**src/rtl/wfg_stim_sine_multi.sv**
```systemverilog
`timescale 1ns/1ps
// Multi-channel CORDIC sine stimulus: one shared phase accumulator, one time-multiplexed CORDIC.
// Optional phase-reset input ctrl_phase_rst_i is built when WFG_STIM_SINE_MULTI_PHASE_RST_EN is defined.
module wfg_stim_sine_multi #(
  parameter int NUM_CH  = 2,
  parameter int PHASE_W = 16,
  parameter int DATA_W  = 18,
  parameter int ITER    = 16,
  localparam int CH_W   = (NUM_CH > 1) ? $clog2(NUM_CH) : 1
) (
  input  logic                       clk,
  input  logic                       rst,
  input  logic                       ctrl_en_q_i,
`ifdef WFG_STIM_SINE_MULTI_PHASE_RST_EN
  input  logic                       ctrl_phase_rst_i,
`endif
  input  logic [PHASE_W-1:0]         inc_val_q_i,
  input  logic [NUM_CH*PHASE_W-1:0]  phase_ofs_q_i,
  input  logic [NUM_CH*16-1:0]       gain_val_q_i,
  input  logic [NUM_CH*DATA_W-1:0]   offset_val_q_i,
  input  logic                       wfg_axis_tready_i,
  output logic                       wfg_axis_tvalid_o,
  output logic [DATA_W-1:0]          wfg_axis_tdata_o,
  output logic [CH_W-1:0]            wfg_axis_tuser_o
);
  localparam int ZW   = DATA_W + 2;
  localparam int IT_W = $clog2(ITER);
  localparam logic signed [ZW-1:0] K_VAL =
    ZW'((64'd607253 * (64'd1 << (DATA_W - 1)) + 64'd500000) / 64'd1000000);
  localparam logic [CH_W-1:0] LAST_CH = CH_W'(NUM_CH - 1);
  localparam logic signed [DATA_W-1:0] DATA_MAX = {1'b0, {(DATA_W-1){1'b1}}};
  localparam logic signed [DATA_W-1:0] DATA_MIN = {1'b1, {(DATA_W-1){1'b0}}};

  // atan(2^-i) for a 2^32 full circle, rescaled with rounding to 2^PHASE_W.
  function automatic longint atan_q32(input int i);
    case (i)
      0:  return 64'd536870912;
      1:  return 64'd316933406;
      2:  return 64'd167458907;
      3:  return 64'd85004756;
      4:  return 64'd42667331;
      5:  return 64'd21354465;
      6:  return 64'd10679838;
      7:  return 64'd5340245;
      8:  return 64'd2670163;
      9:  return 64'd1335087;
      10: return 64'd667544;
      11: return 64'd333772;
      12: return 64'd166886;
      13: return 64'd83443;
      14: return 64'd41722;
      15: return 64'd20861;
      16: return 64'd10430;
      default: return 64'd683565276 >> i;
    endcase
  endfunction

  function automatic longint atan_scaled(input int i);
    longint v;
    v = atan_q32(i);
    if (PHASE_W >= 32) return v;
    return (v + (64'd1 << (31 - PHASE_W))) >> (32 - PHASE_W);
  endfunction

  logic signed [ZW-1:0] atan_tab [1 << IT_W];
  for (genvar g = 0; g < (1 << IT_W); g++) begin : g_atan
    if (g < ITER) begin : g_val
      assign atan_tab[g] = ZW'(atan_scaled(g));
    end else begin : g_pad
      assign atan_tab[g] = '0;
    end
  end

  typedef enum logic [2:0] {S_IDLE, S_LOAD, S_CALC, S_SCALE, S_DONE} state_t;
  state_t state;

  logic [PHASE_W-1:0]       acc;
  logic [CH_W-1:0]          ch;
  logic [IT_W-1:0]          iter;
  logic [1:0]               quad;
  logic [14:0]              gain_r;
  logic signed [DATA_W-1:0] offset_r;
  logic signed [ZW-1:0]     x, y, z, x_sh, y_sh;
  logic                     tvalid;
  logic [DATA_W-1:0]        tdata;
  logic [CH_W-1:0]          tuser;

  logic [PHASE_W-1:0] angle;
  logic [15:0]        gain_sel;
  assign angle    = acc + phase_ofs_q_i[32'(ch)*PHASE_W +: PHASE_W];
  assign gain_sel = gain_val_q_i[32'(ch)*16 +: 16];
  assign x_sh     = x >>> iter;
  assign y_sh     = y >>> iter;

`ifdef WFG_STIM_SINE_MULTI_PHASE_RST_EN
  logic pending;
  logic idle_clr, phase_clr;
  assign idle_clr  = ctrl_phase_rst_i;
  assign phase_clr = pending | ctrl_phase_rst_i;

  always_ff @(posedge clk) begin
    if (rst) pending <= 1'b0;
    else if (state == S_DONE && wfg_axis_tready_i && ch == LAST_CH) pending <= 1'b0;
    else if (state != S_IDLE && ctrl_phase_rst_i) pending <= 1'b1;
  end
`else
  logic idle_clr, phase_clr;
  assign idle_clr  = 1'b0;
  assign phase_clr = 1'b0;
`endif

  logic signed [ZW-1:0]     sel;
  logic signed [ZW+15:0]    prod;
  logic signed [DATA_W:0]   p_w, sum_w;
  logic signed [DATA_W-1:0] sat_w;
  logic                     unused_prod;

  always_comb begin
    case (quad)
      2'd0:    sel = y;
      2'd1:    sel = x;
      2'd2:    sel = -y;
      default: sel = -x;
    endcase
    prod  = (ZW+16)'(sel) * (ZW+16)'($signed({1'b0, gain_r}));
    p_w   = prod[DATA_W+15:15];
    sum_w = p_w + (DATA_W+1)'(offset_r);
    sat_w = sum_w[DATA_W-1:0];
    if (sum_w[DATA_W] != sum_w[DATA_W-1]) sat_w = sum_w[DATA_W] ? DATA_MIN : DATA_MAX;
  end
  assign unused_prod = ^{prod[14:0], prod[ZW+15:DATA_W+16]};

  // tvalid rises out of SCALE and holds tdata/tuser until an edge with tready=1;
  // that edge is the transfer and tvalid drops after it.
  always_ff @(posedge clk) begin
    if (rst) begin
      state    <= S_IDLE;
      acc      <= '0;
      ch       <= '0;
      iter     <= '0;
      quad     <= '0;
      gain_r   <= '0;
      offset_r <= '0;
      x        <= '0;
      y        <= '0;
      z        <= '0;
      tvalid   <= 1'b0;
      tdata    <= '0;
      tuser    <= '0;
    end else begin
      case (state)
        S_IDLE: begin
          if (idle_clr) acc <= '0;
          if (ctrl_en_q_i) begin
            ch    <= '0;
            state <= S_LOAD;
          end
        end
        S_LOAD: begin
          quad     <= angle[PHASE_W-1 -: 2];
          z        <= ZW'(angle[PHASE_W-3:0]);
          x        <= K_VAL;
          y        <= '0;
          iter     <= '0;
          gain_r   <= (gain_sel > 16'h7FFF) ? 15'h7FFF : gain_sel[14:0];
          offset_r <= offset_val_q_i[32'(ch)*DATA_W +: DATA_W];
          state    <= S_CALC;
        end
        S_CALC: begin
          if (!z[ZW-1]) begin
            x <= x - y_sh;
            y <= y + x_sh;
            z <= z - atan_tab[iter];
          end else begin
            x <= x + y_sh;
            y <= y - x_sh;
            z <= z + atan_tab[iter];
          end
          iter <= iter + IT_W'(1);
          if (iter == IT_W'(ITER - 1)) state <= S_SCALE;
        end
        S_SCALE: begin
          tdata  <= sat_w;
          tuser  <= ch;
          tvalid <= 1'b1;
          state  <= S_DONE;
        end
        S_DONE: begin
          if (wfg_axis_tready_i) begin
            tvalid <= 1'b0;
            if (ch != LAST_CH) begin
              ch    <= ch + CH_W'(1);
              state <= S_LOAD;
            end else begin
              ch    <= '0;
              acc   <= phase_clr ? '0 : acc + inc_val_q_i;
              state <= S_IDLE;
            end
          end
        end
        default: state <= S_IDLE;
      endcase
    end
  end

  assign wfg_axis_tvalid_o = tvalid;
  assign wfg_axis_tdata_o  = tdata;
  assign wfg_axis_tuser_o  = tuser;
endmodule

```
**config.mk**
```make
export PLATFORM = sky130hd
export DESIGN_NAME = wfg_stim_sine_multi
export DESIGN_NICKNAME = d
export VERILOG_FILES = /design/src/rtl/wfg_stim_sine_multi.sv
export SDC_FILE = /design/constraint.sdc
export NUM_CORES = 2
export LEC_CHECK = 0
export ABC_CLOCK_PERIOD_IN_PS = 10150
export CORE_MARGIN = 10
export CORE_UTILIZATION = 57
export DETAILED_ROUTE_END_ITERATION = 10
export PLACE_DENSITY_LB_ADDON = 0.05
export SLEW_MARGIN = 20
export SYNTH_ARGS = -nofsm -noshare
export SYNTH_HDL_FRONTEND = slang
export SYNTH_SLANG_ARGS = --single-unit
```
**constraint.sdc**
```tcl
create_clock -name clk -period 10.15 [get_ports clk]
set_input_delay 1.5225 -clock clk [delete_from_list [all_inputs] [get_ports clk]]
set_output_delay 1.5225 -clock clk [all_outputs]
set_load 0.02 [all_outputs]
```
==> flow_metrics.env <==
export IMPL_whs_ps=461
export IMPL_die_area_sq_um=52400
export IMPL_drv_slew=0
export IMPL_crit_type="reg -> reg"
export IMPL_fill_cells=3758
export IMPL_post_place_ws_ps=-288
export IMPL_finalClockSkew_ps=14.4
export IMPL_synth_cell_type_count=90
export IMPL_max_stage_delay_ps=550
export IMPL_synth_nets=3587
export IMPL_setup_tns_ps=0
export IMPL_vias=21955
export IMPL_synth_area_leaders="fa_1, dfxtp_1, ha_1, inv_1, nand2_1"
export IMPL_reg2reg_slack_ps=280
export IMPL_yosysWarnings=0
export IMPL_leakage_nw=13.0
export IMPL_worstPathArrival_ps=10230
export IMPL_syn_inst=2977
export IMPL_cts_max_path_buffers=2
export IMPL_rsz0062_at_grt="true"
export IMPL_worst_setup_path_start_kind="flop"
export IMPL_period_needed_ps=9870
export IMPL_stdcell_area_sq_um=28600
export IMPL_yosysMostFrequentCell="inv_1"
export IMPL_dpl_hpwl_microns=55900
export IMPL_die_y_microns=229
export IMPL_io_buffers=139
export IMPL_multi_input_area_sq_um=20500
export IMPL_period_share_pct=97.2
export IMPL_clockRootBuffer="clkbuf_16"
export IMPL_cts_max_level=4
export IMPL_hold_depth=2
export IMPL_hp_start="wfg_axis_tdata_o[14]$_SDFFE_PP0P_"
export IMPL_routed_wl_microns=72200
export IMPL_cts_clk_slew_worst_paths_ps=70
export IMPL_crit_required_ps=10510
export IMPL_row_count=76
export IMPL_utilization_pct=66.3
export IMPL_status="finished, final reports clean"
export IMPL_netlist_area_leader_share_pct=23.4
export IMPL_setup_viol=0
export IMPL_wl_per_cell_microns=19.4
export IMPL_postSynth_asyncResetShare_pct=0
export IMPL_clk_latency_ps=490
export IMPL_power_density_nw_per_um2=213
export IMPL_ff2ff_path_depth=42
export IMPL_max_slew_margin_pct=26.8
export IMPL_grt_antenna_before_repair=1
export IMPL_synth_largest_area_cell="fa_1"
export IMPL_numCtsBuffers=17
export IMPL_synth_seq_cells=139
export IMPL_max_clock_freq_mhz=101
export IMPL_drc=0
export IMPL_synth_ff_type="dfxtp_1"
export IMPL_drive_gt1_share_pct=11.9
export IMPL_placed_cells=3668
export IMPL_final_cells=3716
export IMPL_hold_end="wfg_axis_tdata_o[14]$_SDFFE_PP0P_"
export IMPL_grt_overflow=0
export IMPL_drv_cap=0
export IMPL_p_total_mw=6.09
export IMPL_ys_seq_area_share_pct=11.2
export IMPL_core_area_sq_um=43200
export IMPL_ir_drop_uv=175
export IMPL_grtUsageTotal_pct=27.5
export IMPL_crit_path_max_fanout=9
export IMPL_ant_nets=0
export IMPL_antennaDiodeCount=0
export IMPL_synth_edf_count=0
export IMPL_gp_congestion=0.912
export IMPL_cts_tree="done"
export IMPL_start_util_pct=57.7
export IMPL_cts_sinks=139
export IMPL_hold_viol_final=0
export IMPL_nets=3728
export IMPL_placed_cell_area_sq_um=27400
export IMPL_num_io_pins=140
export IMPL_die_w_microns=229
export IMPL_firstDrtPassIters=5
export IMPL_tightestPinTransition_ps=1090
export IMPL_routed_via_density=5.91
export IMPL_grt_pass1_wl_microns=118000
export IMPL_area_growth_pct=15.0
export IMPL_drtIter0Drc=1742
export IMPL_rr_startpoint="x[5]$_SDFFE_PP0P_"
export IMPL_grt_pass1_vias=22167
export IMPL_synth_common_cells="inv_1, nand2_1, fa_1, nor2_1, ha_1"
export IMPL_crit_path_end_kind="flop"
export IMPL_slowest_stage="fa_1"
export IMPL_avgSynthCellArea_sq_um=8.36
export IMPL_hp_class="reg -> reg"
export IMPL_seq_area_sq_um=2790
export IMPL_setup_ws_ps=279
export IMPL_synth_cell_area_sq_um=24900
export IMPL_r2r_end="wfg_axis_tdata_o[14]$_SDFFE_PP0P_"
export IMPL_grt_max_degree=98
-- cell usage in the layout (no fill, tap or decap), drive strengths merged, types with 18 or more instances in the layout --
| cell type | count |
|---|---|
| a211oi | 60 |
| a21o | 36 |
| a21oi | 156 |
| a22oi | 23 |
| a31oi | 33 |
| and2 | 142 |
| and3 | 22 |
| buf | 155 |
| clkbuf | 18 |
| clkdlybuf4s50 | 138 |
| dfxtp | 139 |
| fa | 291 |
| ha | 199 |
| inv | 384 |
| mux2 | 27 |
| mux2i | 72 |
| mux4 | 47 |
| nand2 | 318 |
| nand3 | 24 |
| nor2 | 233 |
| nor2b | 21 |
| nor3 | 50 |
| o211ai | 25 |
| o21a | 27 |
| o21ai | 97 |
| o22ai | 18 |
| or3 | 19 |
| xnor2 | 121 |
| xor2 | 54 |
-- final cells by class --
class / instances / share of cell area, %
clock buffers: 18 / 1.53
clock inverters: 14 / 0.551
inverters: 380 / 4.98
multi-input cells: 2287 / 71.7
flip-flops and latches: 139 / 9.75
well taps: 585 / 2.56
repair buffers: 293 / 8.96
-- layer usage --
metal / vias up / share of wire [%] / GRT usage (%)
met4: 0 / 2.4 / 8.21
met3: 106 / 6.8 / 5.28
li1: 10225 / - / -
met1: 10831 / 44 / 37.7
met5: - / 0 / 0
met2: 793 / 46 / 43.4
-- critical path, delay by kind of cell, from the launching register on --
| kind | cells | cell delay, ps |
|---|---|---|
| compound gates | 9 | 1500 |
| buf+inv | 10 | 1170 |
| flops | 1 | 320 |
| simple gates | 12 | 2760 |
| xor+xnor | 3 | 370 |
| fa+ha+maj | 8 | 3590 |
-- logic make-up after synthesis --
family | count (synthesis) | synth area share [%]
fa+ha+maj | 490 | 33.4
compound gates | 567 | 14.8
xor+xnor | 175 | 6.29
buf+inv | 553 | 8.49
mux | 146 | 8.38
simple gates | 907 | 17.4
flops | 139 | 11.2
-- power breakdown --
part / switching (mW) / internal [mW] / total (mW)
Combinational: 2.61 / 2.05 / 4.67
Clock: 0.289 / 0.372 / 0.661
Sequential: 0.128 / 0.632 / 0.760
Total: 3.03 / 3.06 / 6.09
-- worst max path at each step --
stage	start	end	slack [ps]
5_1_grt	y[0]$_SDFFE_PP0P_	wfg_axis_tdata_o[2]$_SDFFE_PP0P_	-160
2_1_floorplan	y[3]$_SDFFE_PP0P_	wfg_axis_tdata_o[14]$_SDFFE_PP0P_	30
3_5_place_dp	x[11]$_SDFFE_PP0P_	wfg_axis_tdata_o[2]$_SDFFE_PP0P_	-290
3_3_place_gp	x[11]$_SDFFE_PP0P_	wfg_axis_tdata_o[8]$_SDFFE_PP0P_	-180
6_report	x[5]$_SDFFE_PP0P_	wfg_axis_tdata_o[14]$_SDFFE_PP0P_	280
4_1_cts	y[3]$_SDFFE_PP0P_	wfg_axis_tdata_o[2]$_SDFFE_PP0P_	10
-- timing repair --
action,in CTS,in global routing
setup endpoints to repair,17,18
pin swaps,1,59
resized for setup,11,91
buffers inserted,4,10
hold buffers,0,0
gates cloned,0,2
-- sequential cells by signal, indices dropped and copies added (netlist names), 4 cells and up --
name	cells
x	20
y	20
z	20
offset_r	18
wfg_axis_tdata_o	18
acc	16
gain_r	15
iter	4
(Power assumes the default switching activity.)
